`config.mk`:
```
export PLATFORM = sky130hd
export DESIGN_NAME = data_memory_arbiter_flat
export DESIGN_NICKNAME = d
export VERILOG_FILES = /design/src/rtl/data_memory_arbiter_pkg.sv /design/src/rtl/data_memory_arbiter_if.sv /design/src/rtl/data_memory_arbiter_reg.sv /design/src/rtl/data_memory_arbiter.sv /design/src/flat_wrapper.sv
export SDC_FILE = /design/constraint.sdc
export NUM_CORES = 1
export LEC_CHECK = 0
export ABC_AREA = 1
export BUFFER_PORTS_ARGS = -buffer_cell sky130_fd_sc_hd__buf_2
export CAP_MARGIN = 20
export CELL_PAD_IN_SITES_DETAIL_PLACEMENT = 2
export CELL_PAD_IN_SITES_GLOBAL_PLACEMENT = 2
export CORE_AREA = 2 2 143 145
export DETAILED_ROUTE_END_ITERATION = 7
export DIE_AREA = 0 0 145 147
export PLACE_DENSITY = 0.76
export SLEW_MARGIN = 10
export SYNTH_ARGS = -nofsm -noshare
export SYNTH_HDL_FRONTEND = slang
export SYNTH_SLANG_ARGS = --single-unit
```
`constraint.sdc`:
```
create_clock -name clock -period 1.99 [get_ports clock]
set_input_delay 0.597 -clock clock [delete_from_list [all_inputs] [get_ports clock]]
set_output_delay 0.597 -clock clock [all_outputs]
set_load 0.005 [all_outputs]
```
`src/rtl/data_memory_arbiter_pkg.sv`:
```
// data_memory_arbiter_pkg: owner codes shared by the arbiter FSM state and its read tag.
package data_memory_arbiter_pkg;
  localparam int OWNER_CODE_SIZE = 2;
  localparam logic [OWNER_CODE_SIZE-1:0] OWNER_NONE = 2'd0;
  localparam logic [OWNER_CODE_SIZE-1:0] OWNER_CORE = 2'd1;
  localparam logic [OWNER_CODE_SIZE-1:0] OWNER_DMA  = 2'd2;
  typedef enum logic [OWNER_CODE_SIZE-1:0] {
    S_IDLE = OWNER_NONE,
    S_CORE = OWNER_CORE,
    S_DMA  = OWNER_DMA
  } state_t;
  typedef enum logic [OWNER_CODE_SIZE-1:0] {
    TAG_NONE = OWNER_NONE,
    TAG_CORE = OWNER_CORE,
    TAG_DMA  = OWNER_DMA
  } owner_t;
endpackage

```
`src/rtl/data_memory_arbiter_if.sv`:
```
// data_memory_arbiter_if: core, DMA and data_memory port signals around the arbiter.
interface data_memory_arbiter_if #(
  parameter int ADDR_WIDTH = 9,
  parameter int DATA_WIDTH = 32
);
  logic                  core_req;
  logic                  core_we;
  logic [ADDR_WIDTH-1:0] core_addr;
  logic [DATA_WIDTH-1:0] core_wdata;
  logic                  core_stall;
  logic                  core_rvalid;
  logic [DATA_WIDTH-1:0] core_rdata;
  logic                  dma_req;
  logic                  dma_we;
  logic [ADDR_WIDTH-1:0] dma_addr;
  logic [DATA_WIDTH-1:0] dma_wdata;
  logic                  dma_gnt;
  logic                  dma_rvalid;
  logic [DATA_WIDTH-1:0] dma_rdata;
  logic [ADDR_WIDTH-1:0] mem_address;
  logic [DATA_WIDTH-1:0] mem_data;
  logic                  mem_wren;
  logic [DATA_WIDTH-1:0] mem_q;
  modport slave (
    input  core_req, core_we, core_addr, core_wdata,
    input  dma_req, dma_we, dma_addr, dma_wdata, mem_q,
    output core_stall, core_rvalid, core_rdata,
    output dma_gnt, dma_rvalid, dma_rdata,
    output mem_address, mem_data, mem_wren
  );
  modport master (
    output core_req, core_we, core_addr, core_wdata,
    output dma_req, dma_we, dma_addr, dma_wdata, mem_q,
    input  core_stall, core_rvalid, core_rdata,
    input  dma_gnt, dma_rvalid, dma_rdata,
    input  mem_address, mem_data, mem_wren
  );
endinterface

```
`src/rtl/data_memory_arbiter_reg.sv`:
```
// data_memory_arbiter_reg: enabled register with synchronous active-high clear.
module data_memory_arbiter_reg #(
  parameter type T = logic
) (
  input  logic clock,
  input  logic reset,
  input  logic en,
  input  T     d,
  output T     q
);
  always_ff @(posedge clock)
    if (reset) q <= T'(0);
    else if (en) q <= d;
endmodule

```
`src/rtl/data_memory_arbiter.sv`:
```
// data_memory_arbiter: shares data_memory between core MEM stage and DMA with burst-limited fairness.
module data_memory_arbiter
  import data_memory_arbiter_pkg::*;
#(
  parameter int ADDR_WIDTH = 9,
  parameter int DATA_WIDTH = 32,
  parameter int MAX_BURST  = 4
) (
  input logic clock,
  input logic reset,
  data_memory_arbiter_if.slave bus
);
  localparam int BW = $clog2(MAX_BURST + 1);
  typedef logic [DATA_WIDTH-1:0] data_t;
  state_t state, state_n;
  logic [BW-1:0] burst_cnt, burst_n;
  logic at_max, core_keep, dma_keep, gnt_core, gnt_dma;
  owner_t tag_d, tag_q;
  data_t core_rdata_q, dma_rdata_q;
  always_ff @(posedge clock)
    if (reset) begin
      state     <= S_IDLE;
      burst_cnt <= '0;
    end else begin
      state     <= state_n;
      burst_cnt <= burst_n;
    end
  // The current owner keeps the port unless the other side waits and the burst is spent.
  always_comb begin
    at_max    = burst_cnt == BW'(MAX_BURST);
    core_keep = bus.core_req && !(bus.dma_req && at_max);
    dma_keep  = bus.dma_req && !(bus.core_req && at_max);
    gnt_core  = !reset && (state == S_DMA ? bus.core_req && !dma_keep : core_keep);
    gnt_dma   = !reset && (state == S_DMA ? dma_keep : bus.dma_req && !core_keep);
    state_n   = gnt_core ? S_CORE : gnt_dma ? S_DMA : S_IDLE;
    burst_n   = state_n == S_IDLE ? '0 :
                state_n != state  ? BW'(1) :
                at_max            ? burst_cnt : burst_cnt + BW'(1);
    tag_d     = gnt_core && !bus.core_we ? TAG_CORE :
                gnt_dma  && !bus.dma_we  ? TAG_DMA  : TAG_NONE;
  end
  assign bus.core_stall  = !reset && bus.core_req && !gnt_core;
  assign bus.dma_gnt     = gnt_dma;
  assign bus.mem_wren    = gnt_core ? bus.core_we : gnt_dma && bus.dma_we;
  assign bus.mem_address = gnt_core ? bus.core_addr  : gnt_dma ? bus.dma_addr  : '0;
  assign bus.mem_data    = gnt_core ? bus.core_wdata : gnt_dma ? bus.dma_wdata : '0;
  // Gating by reset drops a response whose read was issued just before reset.
  assign bus.core_rvalid = !reset && tag_q == TAG_CORE;
  assign bus.dma_rvalid  = !reset && tag_q == TAG_DMA;
  assign bus.core_rdata  = bus.core_rvalid ? bus.mem_q : core_rdata_q;
  assign bus.dma_rdata   = bus.dma_rvalid  ? bus.mem_q : dma_rdata_q;
  data_memory_arbiter_reg #(.T(owner_t)) u_tag (
    .clock(clock), .reset(reset), .en(1'b1), .d(tag_d), .q(tag_q)
  );
  data_memory_arbiter_reg #(.T(data_t)) u_core_rdata (
    .clock(clock), .reset(reset), .en(bus.core_rvalid), .d(bus.mem_q), .q(core_rdata_q)
  );
  data_memory_arbiter_reg #(.T(data_t)) u_dma_rdata (
    .clock(clock), .reset(reset), .en(bus.dma_rvalid), .d(bus.mem_q), .q(dma_rdata_q)
  );
endmodule
```
`src/flat_wrapper.sv`:
```
// flat-port wrapper written by rule: the top's interface ports become plain ports
module data_memory_arbiter_flat import data_memory_arbiter_pkg::*;
#(
  parameter int ADDR_WIDTH = 9,
  parameter int DATA_WIDTH = 32,
  parameter int MAX_BURST  = 4
)
  (clock, reset, bus_core_req, bus_core_we, bus_core_addr, bus_core_wdata, bus_dma_req, bus_dma_we, bus_dma_addr, bus_dma_wdata, bus_mem_q, bus_core_stall, bus_core_rvalid, bus_core_rdata, bus_dma_gnt, bus_dma_rvalid, bus_dma_rdata, bus_mem_address, bus_mem_data, bus_mem_wren);
  data_memory_arbiter_if #(.ADDR_WIDTH(ADDR_WIDTH), .DATA_WIDTH(DATA_WIDTH)) bus_i ();
  input logic clock;
  input logic reset;
  input wire logic [$bits(bus_i.core_req)-1:0] bus_core_req;
  input wire logic [$bits(bus_i.core_we)-1:0] bus_core_we;
  input wire logic [$bits(bus_i.core_addr)-1:0] bus_core_addr;
  input wire logic [$bits(bus_i.core_wdata)-1:0] bus_core_wdata;
  input wire logic [$bits(bus_i.dma_req)-1:0] bus_dma_req;
  input wire logic [$bits(bus_i.dma_we)-1:0] bus_dma_we;
  input wire logic [$bits(bus_i.dma_addr)-1:0] bus_dma_addr;
  input wire logic [$bits(bus_i.dma_wdata)-1:0] bus_dma_wdata;
  input wire logic [$bits(bus_i.mem_q)-1:0] bus_mem_q;
  output wire logic [$bits(bus_i.core_stall)-1:0] bus_core_stall;
  output wire logic [$bits(bus_i.core_rvalid)-1:0] bus_core_rvalid;
  output wire logic [$bits(bus_i.core_rdata)-1:0] bus_core_rdata;
  output wire logic [$bits(bus_i.dma_gnt)-1:0] bus_dma_gnt;
  output wire logic [$bits(bus_i.dma_rvalid)-1:0] bus_dma_rvalid;
  output wire logic [$bits(bus_i.dma_rdata)-1:0] bus_dma_rdata;
  output wire logic [$bits(bus_i.mem_address)-1:0] bus_mem_address;
  output wire logic [$bits(bus_i.mem_data)-1:0] bus_mem_data;
  output wire logic [$bits(bus_i.mem_wren)-1:0] bus_mem_wren;
  assign bus_i.core_req = bus_core_req;
  assign bus_i.core_we = bus_core_we;
  assign bus_i.core_addr = bus_core_addr;
  assign bus_i.core_wdata = bus_core_wdata;
  assign bus_i.dma_req = bus_dma_req;
  assign bus_i.dma_we = bus_dma_we;
  assign bus_i.dma_addr = bus_dma_addr;
  assign bus_i.dma_wdata = bus_dma_wdata;
  assign bus_i.mem_q = bus_mem_q;
  assign bus_core_stall = bus_i.core_stall;
  assign bus_core_rvalid = bus_i.core_rvalid;
  assign bus_core_rdata = bus_i.core_rdata;
  assign bus_dma_gnt = bus_i.dma_gnt;
  assign bus_dma_rvalid = bus_i.dma_rvalid;
  assign bus_dma_rdata = bus_i.dma_rdata;
  assign bus_mem_address = bus_i.mem_address;
  assign bus_mem_data = bus_i.mem_data;
  assign bus_mem_wren = bus_i.mem_wren;
  data_memory_arbiter #(.ADDR_WIDTH(ADDR_WIDTH), .DATA_WIDTH(DATA_WIDTH), .MAX_BURST(MAX_BURST)) u_core (.clock(clock), .reset(reset), .bus(bus_i));
endmodule
```
==> results.md, run 1 <==
- Starting density of the core: 0.195
- Total chip power: 4.37 mW
- Fin crit period: 2.43 ns
- Grt ovf: 0
- Fin. Hold Viols: 0
- Synthesized flop and latch total: 71
- Clk root buf: clkbuf_16
- Worst hold path type: input port to register
- Startpoint types: register
- Sw power: 1.35 mW
- WL final: 23600 um
- Worst-Skew Late Latency: 0.34 ns
- Clk_skew: 0.0134 ns
- Post-CTS Hold Buffers: 0
- Internal power: 3.02 mW
- Lkg Pwr: 4.32 nW
- Initial antenna violation count: 0
- WHS Path Cells: 2
- Hold Startpoint: bus_dma_we
- Failing checks: setup timing
- Syn Inst Count: 486
- Global-route wire length before repair: 31700 um
- Synth top area cells: dfxtp_1 37%, inv_1 11%, a211oi_2 9.4%, a22o_1 9.3%, or2_2 5.5%
- Clock Path Buffers: 2
- Pins Over Slew Limit: 0
- DRC viols: 0
- CP max FO: 11
- Crit Path Category: register to output pin
- Core area: 0.0198 mm2
- Critical path required time: 1.39 ns
- Distinct cells, synth: 27
- Layout Nets: 1027
- Detailed-route via count: 5083
- Vias/cell: 4.31
- Share of post-route cells with drive strength above 1: 0.726
- Final worst setup slack: -0.442 ns
- CTS tree: built
- Largest net degree at the start of global routing: 46
- Die H: 147 um
- Ys async rst share: 0
- Cell taking the most area after synthesis: dfxtp_1
- Diode count: 0
- Setup crit end kind: output pin
- Worst reg2reg endpoint: u_core.u_core_rdata.q[18]
- Syn_nets: 608
- Final Util: 0.422
- Sw frac: 0.309
- I/O Buffers: 229
- Placed cell areas: 0.00593 mm2
- Fmax: 411 MHz
- Mapped cell area: 0.00387 mm2
- Clock Power Share: 0.357
- Drt initial violations: 103
- Hold Crit Endpoint: u_core.u_tag.q[1]
- MaxCap Viol Count: 0
- Top Ports: 230
- Worst slew pin tran: 0.691 ns
- Pwr dens: 522 mW/mm2
- Wire per inst: 20.0 um
- Worst rel slew slack: 0.540
- Status: finished, violations left
- Area Overhead vs Synth: 116%
- Ys Warns: 0
- Design area: 0.00837 mm2
- DRT Pass-1 Iters: 4
- Fill count: 2189
- R2R Path Start: u_core.u_tag.q[1]
- Synth Flop Type: dfxtp_1
- Site row count: 52
- CTS clock-pin slew for the worst setup and hold paths: 0.06 ns
- CTS Sinks: 71
- Die Span X: 145 um
- RSZ-0062 raised after global routing: yes
- Sequential fraction of design power: 0.342
- Commonest non-fill, non-tap cells in the layout: 216 x buf_2, 141 x buf_4, 67 x dfxtp_1, 60 x inv_1, 41 x a22o_1
- Gpl congestion: 0.754
- Vias in the first global route: 5690
- Routed Antenna Nets: 0
- Most common cell after layout, fill and taps aside: buf_2
- Post-Syn Area per Cell: 7.97 um2
- Combinational power share: 0.301
- EDFF count, synth: 0
- Seq/Total Area, Yosys: 0.367
- Final HPWL DP: 11900 um
- GR Util All Layers: 0.191
- Flop2flop setup slack: 0.11 ns
- R2R depth: 14
- Setup violators final: 109
- CTS Buf Count: 9
- Setup tns final: -35.74 ns
- Max VDD drop: 0.333 mV
- Pre-CTS setup slack: -0.383 ns
- Crit path DAT: 1.84 ns
- Total Die Area: 0.0213 mm2
- Post-synth top area share: 0.367
- Crit share post-route: 1.22
- H-tree lvl count: 3
==> metrics by stage <==
stage / hold slack [ns] / cells
after floorplan: 0.523 / 486
after global placement: 0.549 / 1047
after detailed placement: 0.571 / 1047
after CTS: 0.421 / 1143
after global routing: 0.451 / 1180
final: 0.442 / 1180
==> cell families after synthesis <==
| group | after synthesis | share of synthesized area |
|---|---|---|
| AOI/OAI and AO/OA | 141 | 0.280 |
| xor gates and xnor gates | 1 | 0.00226 |
| adders and majority gates | 2 | 0.00646 |
| buffers and inverters | 144 | 0.166 |
| DFF | 71 | 0.367 |
| and+or+nand+nor | 127 | 0.178 |
==> final cells by class <==
cell class / instances / area [um2] / area share
timing repair buffer: 439 / 3440 / 0.410
multi-input combinational: 271 / 2410 / 0.288
sequential: 71 / 1430 / 0.171
inverter: 113 / 484 / 0.0578
tap: 270 / 338 / 0.0404
clock buffer: 9 / 225 / 0.0269
clock inverter: 7 / 47.5 / 0.00568
==> worst max path at each step <==
stage | start | endpoint | slack [ns] | cells after the start
floorplan | u_core.burst_cnt[0] | bus_mem_data[10] | 0.02 | 10
global placement | reset | bus_dma_rdata[10] | -0.33 | 7
detailed placement | reset | bus_dma_rdata[10] | -0.38 | 7
CTS | u_core.burst_cnt[0] | bus_mem_data[1] | -0.41 | 10
global route | u_core.burst_cnt[0] | bus_mem_data[14] | -0.54 | 11
finish | u_core.burst_cnt[0] | bus_mem_data[14] | -0.44 | 11
==> cells in the mapped netlist, types with 6 or more instances <==
library cell    n
a22o_1         41
or2_1          11
dfxtp_1        71
a21oi_1        34
buf_2          14
nand2_1        12
or2_2          34
nand3_1         6
o21ai_1        27
a211oi_2       29
inv_1         109
nor2_1         37
o21ai_0         7
buf_4           6
or2_0          19
buf_6           8
==> critical path: stages (launching register included) <==
cell	delay [ns]
dfxtp_2	0.34
inv_2	0.05
ha_4	0.16
nand2_2	0.08
nand2_2	0.06
nand3_4	0.09
nand2_4	0.07
nand2_4	0.09
inv_8	0.05
clkbuf_16	0.16
a22o_1	0.20
buf_2	0.13
==> power groups by stage <==
stage / Sequential (mW) / Clock [mW] / Combinational (mW)
after floorplan: 1.51 / 0 / 0.378
after global routing: 1.50 / 1.67 / 1.41
final: 1.49 / 1.56 / 1.31
after detailed placement: 1.52 / 0 / 0.846
after global placement: 1.51 / 0 / 0.815
after CTS: 1.49 / 1.59 / 1.12
==> registers in the layout (all words and copies together) (netlist names) <==
name / cells
u_core.u_tag.q: 2
u_core.state: 2
u_core.u_dma_rdata.q: 32
u_core.u_core_rdata.q: 32
u_core.burst_cnt: 3
==> repair_timing <==
item / 4_1_cts / 5_1_grt
setup buffers: 70 / 51
setup endpoints to repair: 110 / 110
gates resized for setup: 210 / 124
pin swaps: 25 / 44
gates cloned: 11 / 3
==> layer usage <==
metal	share of wire	global-route usage	vias to the layer above	routed length (um)
li1	-	-	2398	-
met1	0.37	0.195	2496	8650
met2	0.57	0.388	152	13600
met3	0.034	0.0382	37	800
met4	0.027	0.0564	0	641
met5	0	0	-	0
Note: power is estimated with default switching activity, not from simulation.
==> run 2, diff against run 1 <==
- SETUP_SLACK_MARGIN: default -> 0.3
==> results.md, run 2 (same netlist as run 1, synthesis figures left out) <==
- Status: finished, violations left
- Failing checks: setup timing
- Clock Path Buffers: 2
- Internal power: 3.12 mW
- Largest net degree at the start of global routing: 63
- Starting density of the core: 0.195
- DRT Pass-1 Iters: 4
- CP max FO: 8
- Crit-path cells: inv_2 > ha_4 > nand2_4 > nand2_4 > nand3_4 > nand3_4 > inv_6 > buf_6 > a22o_4 > buf_6
- Largest registers: u_core.u_core_rdata.q: 32 flops, u_core.u_dma_rdata.q: 32 flops, u_core.burst_cnt: 3 flops
- Worst-Skew Late Latency: 0.34 ns
- Worst slew pin tran: 0.927 ns
- Pwr dens: 552 mW/mm2
- Sw power: 1.24 mW
- Vias/cell: 4.31
- Sequential fraction of design power: 0.343
- Initial antenna violation count: 1
- Drt initial violations: 120
- Final HPWL DP: 13500 um
- Diode count: 0
- DRC viols: 0
- Site row count: 52
- Worst hold path type: input port to register
- Fin crit period: 2.47 ns
- CP bufs+invs: 4
- Die Span X: 145 um
- Layout Nets: 993
- Lkg Pwr: 4.15 nW
- Core area: 0.0198 mm2
- GR Util All Layers: 0.176
- Startpoint types: register
- Inst Count DP: 1051
- Detailed-route via count: 4935
- Crit share post-route: 1.24
- Slowest cell on crit path: dfxtp_2
- Fmax: 405 MHz
- Wire per inst: 19.6 um
- Non-filler cells, final: 1145
- Share of post-route cells with drive strength above 1: 0.705
- Combinational power share: 0.271
- Top Ports: 230
- CP peak stage delay: 0.33 ns
- Final worst setup slack: -0.479 ns
- Clock Power Share: 0.387
- Grt ovf: 0
- Placed cell areas: 0.00616 mm2
- Worst rel slew slack: 0.382
- CTS clock-pin slew for the worst setup and hold paths: 0.06 ns
- Max VDD drop: 0.327 mV
- Design area: 0.00789 mm2
- WL final: 22500 um
- Gpl congestion: 0.734
- Vias in the first global route: 5342
- Crit path DAT: 1.87 ns
- Clk root buf: clkbuf_16
- Die H: 147 um
- Commonest non-fill, non-tap cells in the layout: 222 x buf_2, 113 x buf_4, 70 x inv_1, 67 x dfxtp_1, 42 x buf_6
- MaxCap Viol Count: 0
- CTS tree: built
- Clk_skew: 0.00978 ns
- Critical path required time: 1.39 ns
- H-tree lvl count: 3
- Global-route wire length before repair: 29000 um
- Fill count: 2236
- Hold Startpoint: bus_dma_we
- Routed Antenna Nets: 0
- Setup violators final: 109
- CTS Sinks: 71
- R2R Path Start: u_core.u_tag.q[1]
- Pins Over Slew Limit: 0
- Fin. Hold Viols: 0
- Crit Path Category: register to output pin
- Area Overhead vs Synth: 104%
- CTS Buf Count: 9
- Final Util: 0.398
- Most common cell after layout, fill and taps aside: buf_2
- Setup crit end kind: output pin
- RSZ-0062 raised after global routing: yes
- Cell family with most CP delay: buffers and inverters
- Sw frac: 0.284
- Setup tns final: -40.75 ns
- I/O Buffers: 229
- Total Die Area: 0.0213 mm2
- Setup crit start: u_core.burst_cnt[0]
## run 2: cell types whose count changed in the layout (fill, tap and decap cells not counted), sizes merged
cell      delta
clkbuf       +7
clkinv       -3
clkinvlp     -1
buf         -38
bufinv       +1
inv          -1
## run 2: per-layer routing
metal / GRT usage / share of wire
met4: 0.0436 / 0.025
met2: 0.362 / 0.58
met5: 0 / 0
met3: 0.0404 / 0.047
met1: 0.176 / 0.35
## run 2: through the flow
step	total power [mW]	setup WS [ns]	hold slack, ns
finish	4.36	-0.479	0.439
global route	4.55	-0.569	0.442
CTS	4.20	-0.452	0.443
detailed placement	2.44	-0.393	0.562
global placement	2.40	-0.344	0.544
floorplan	1.95	0.0809	0.522
## run 2: power groups by stage
| stage | clock, mW | sequential (mW) | combinational (mW) |
|---|---|---|---|
| 6_report | 1.68 | 1.49 | 1.18 |
| 5_1_grt | 1.78 | 1.50 | 1.27 |
| 4_1_cts | 1.71 | 1.49 | 0.998 |
| 3_5_place_dp | 0 | 1.52 | 0.918 |
| 3_3_place_gp | 0 | 1.52 | 0.889 |
| 2_1_floorplan | 0 | 1.51 | 0.433 |
## run 2: cell type report
| cell class | instances | area [um2] | area share |
|---|---|---|---|
| sequential | 71 | 1430 | 0.181 |
| inverter | 113 | 467 | 0.0591 |
| clock inverter | 3 | 42.5 | 0.00539 |
| multi-input combinational | 271 | 2280 | 0.289 |
| clock buffer | 12 | 256 | 0.0325 |
| tap | 270 | 338 | 0.0428 |
| timing repair buffer | 405 | 3080 | 0.390 |
## run 2: final timing paths
check | end | slack (ns) | depth (start not counted)
worst max-delay path | bus_mem_data[30] | -0.48 | 10
worst min-delay path | u_core.u_tag.q[1] | 0.44 | 2
worst max register to register | u_core.u_dma_rdata.q[18] | 0.22 | 10
worst min register to register | u_core.u_core_rdata.q[31] | 0.59 | 3
## run 2: repair_timing
| action | 4_1_cts | 5_1_grt |
|---|---|---|
| buffers inserted | 14 | 50 |
| setup endpoints to repair | 110 | 114 |
| pin swaps | 15 | 31 |
| gates cloned | 8 | 7 |
| hold buffers | 0 | 0 |
| resized for setup | 33 | 127 |
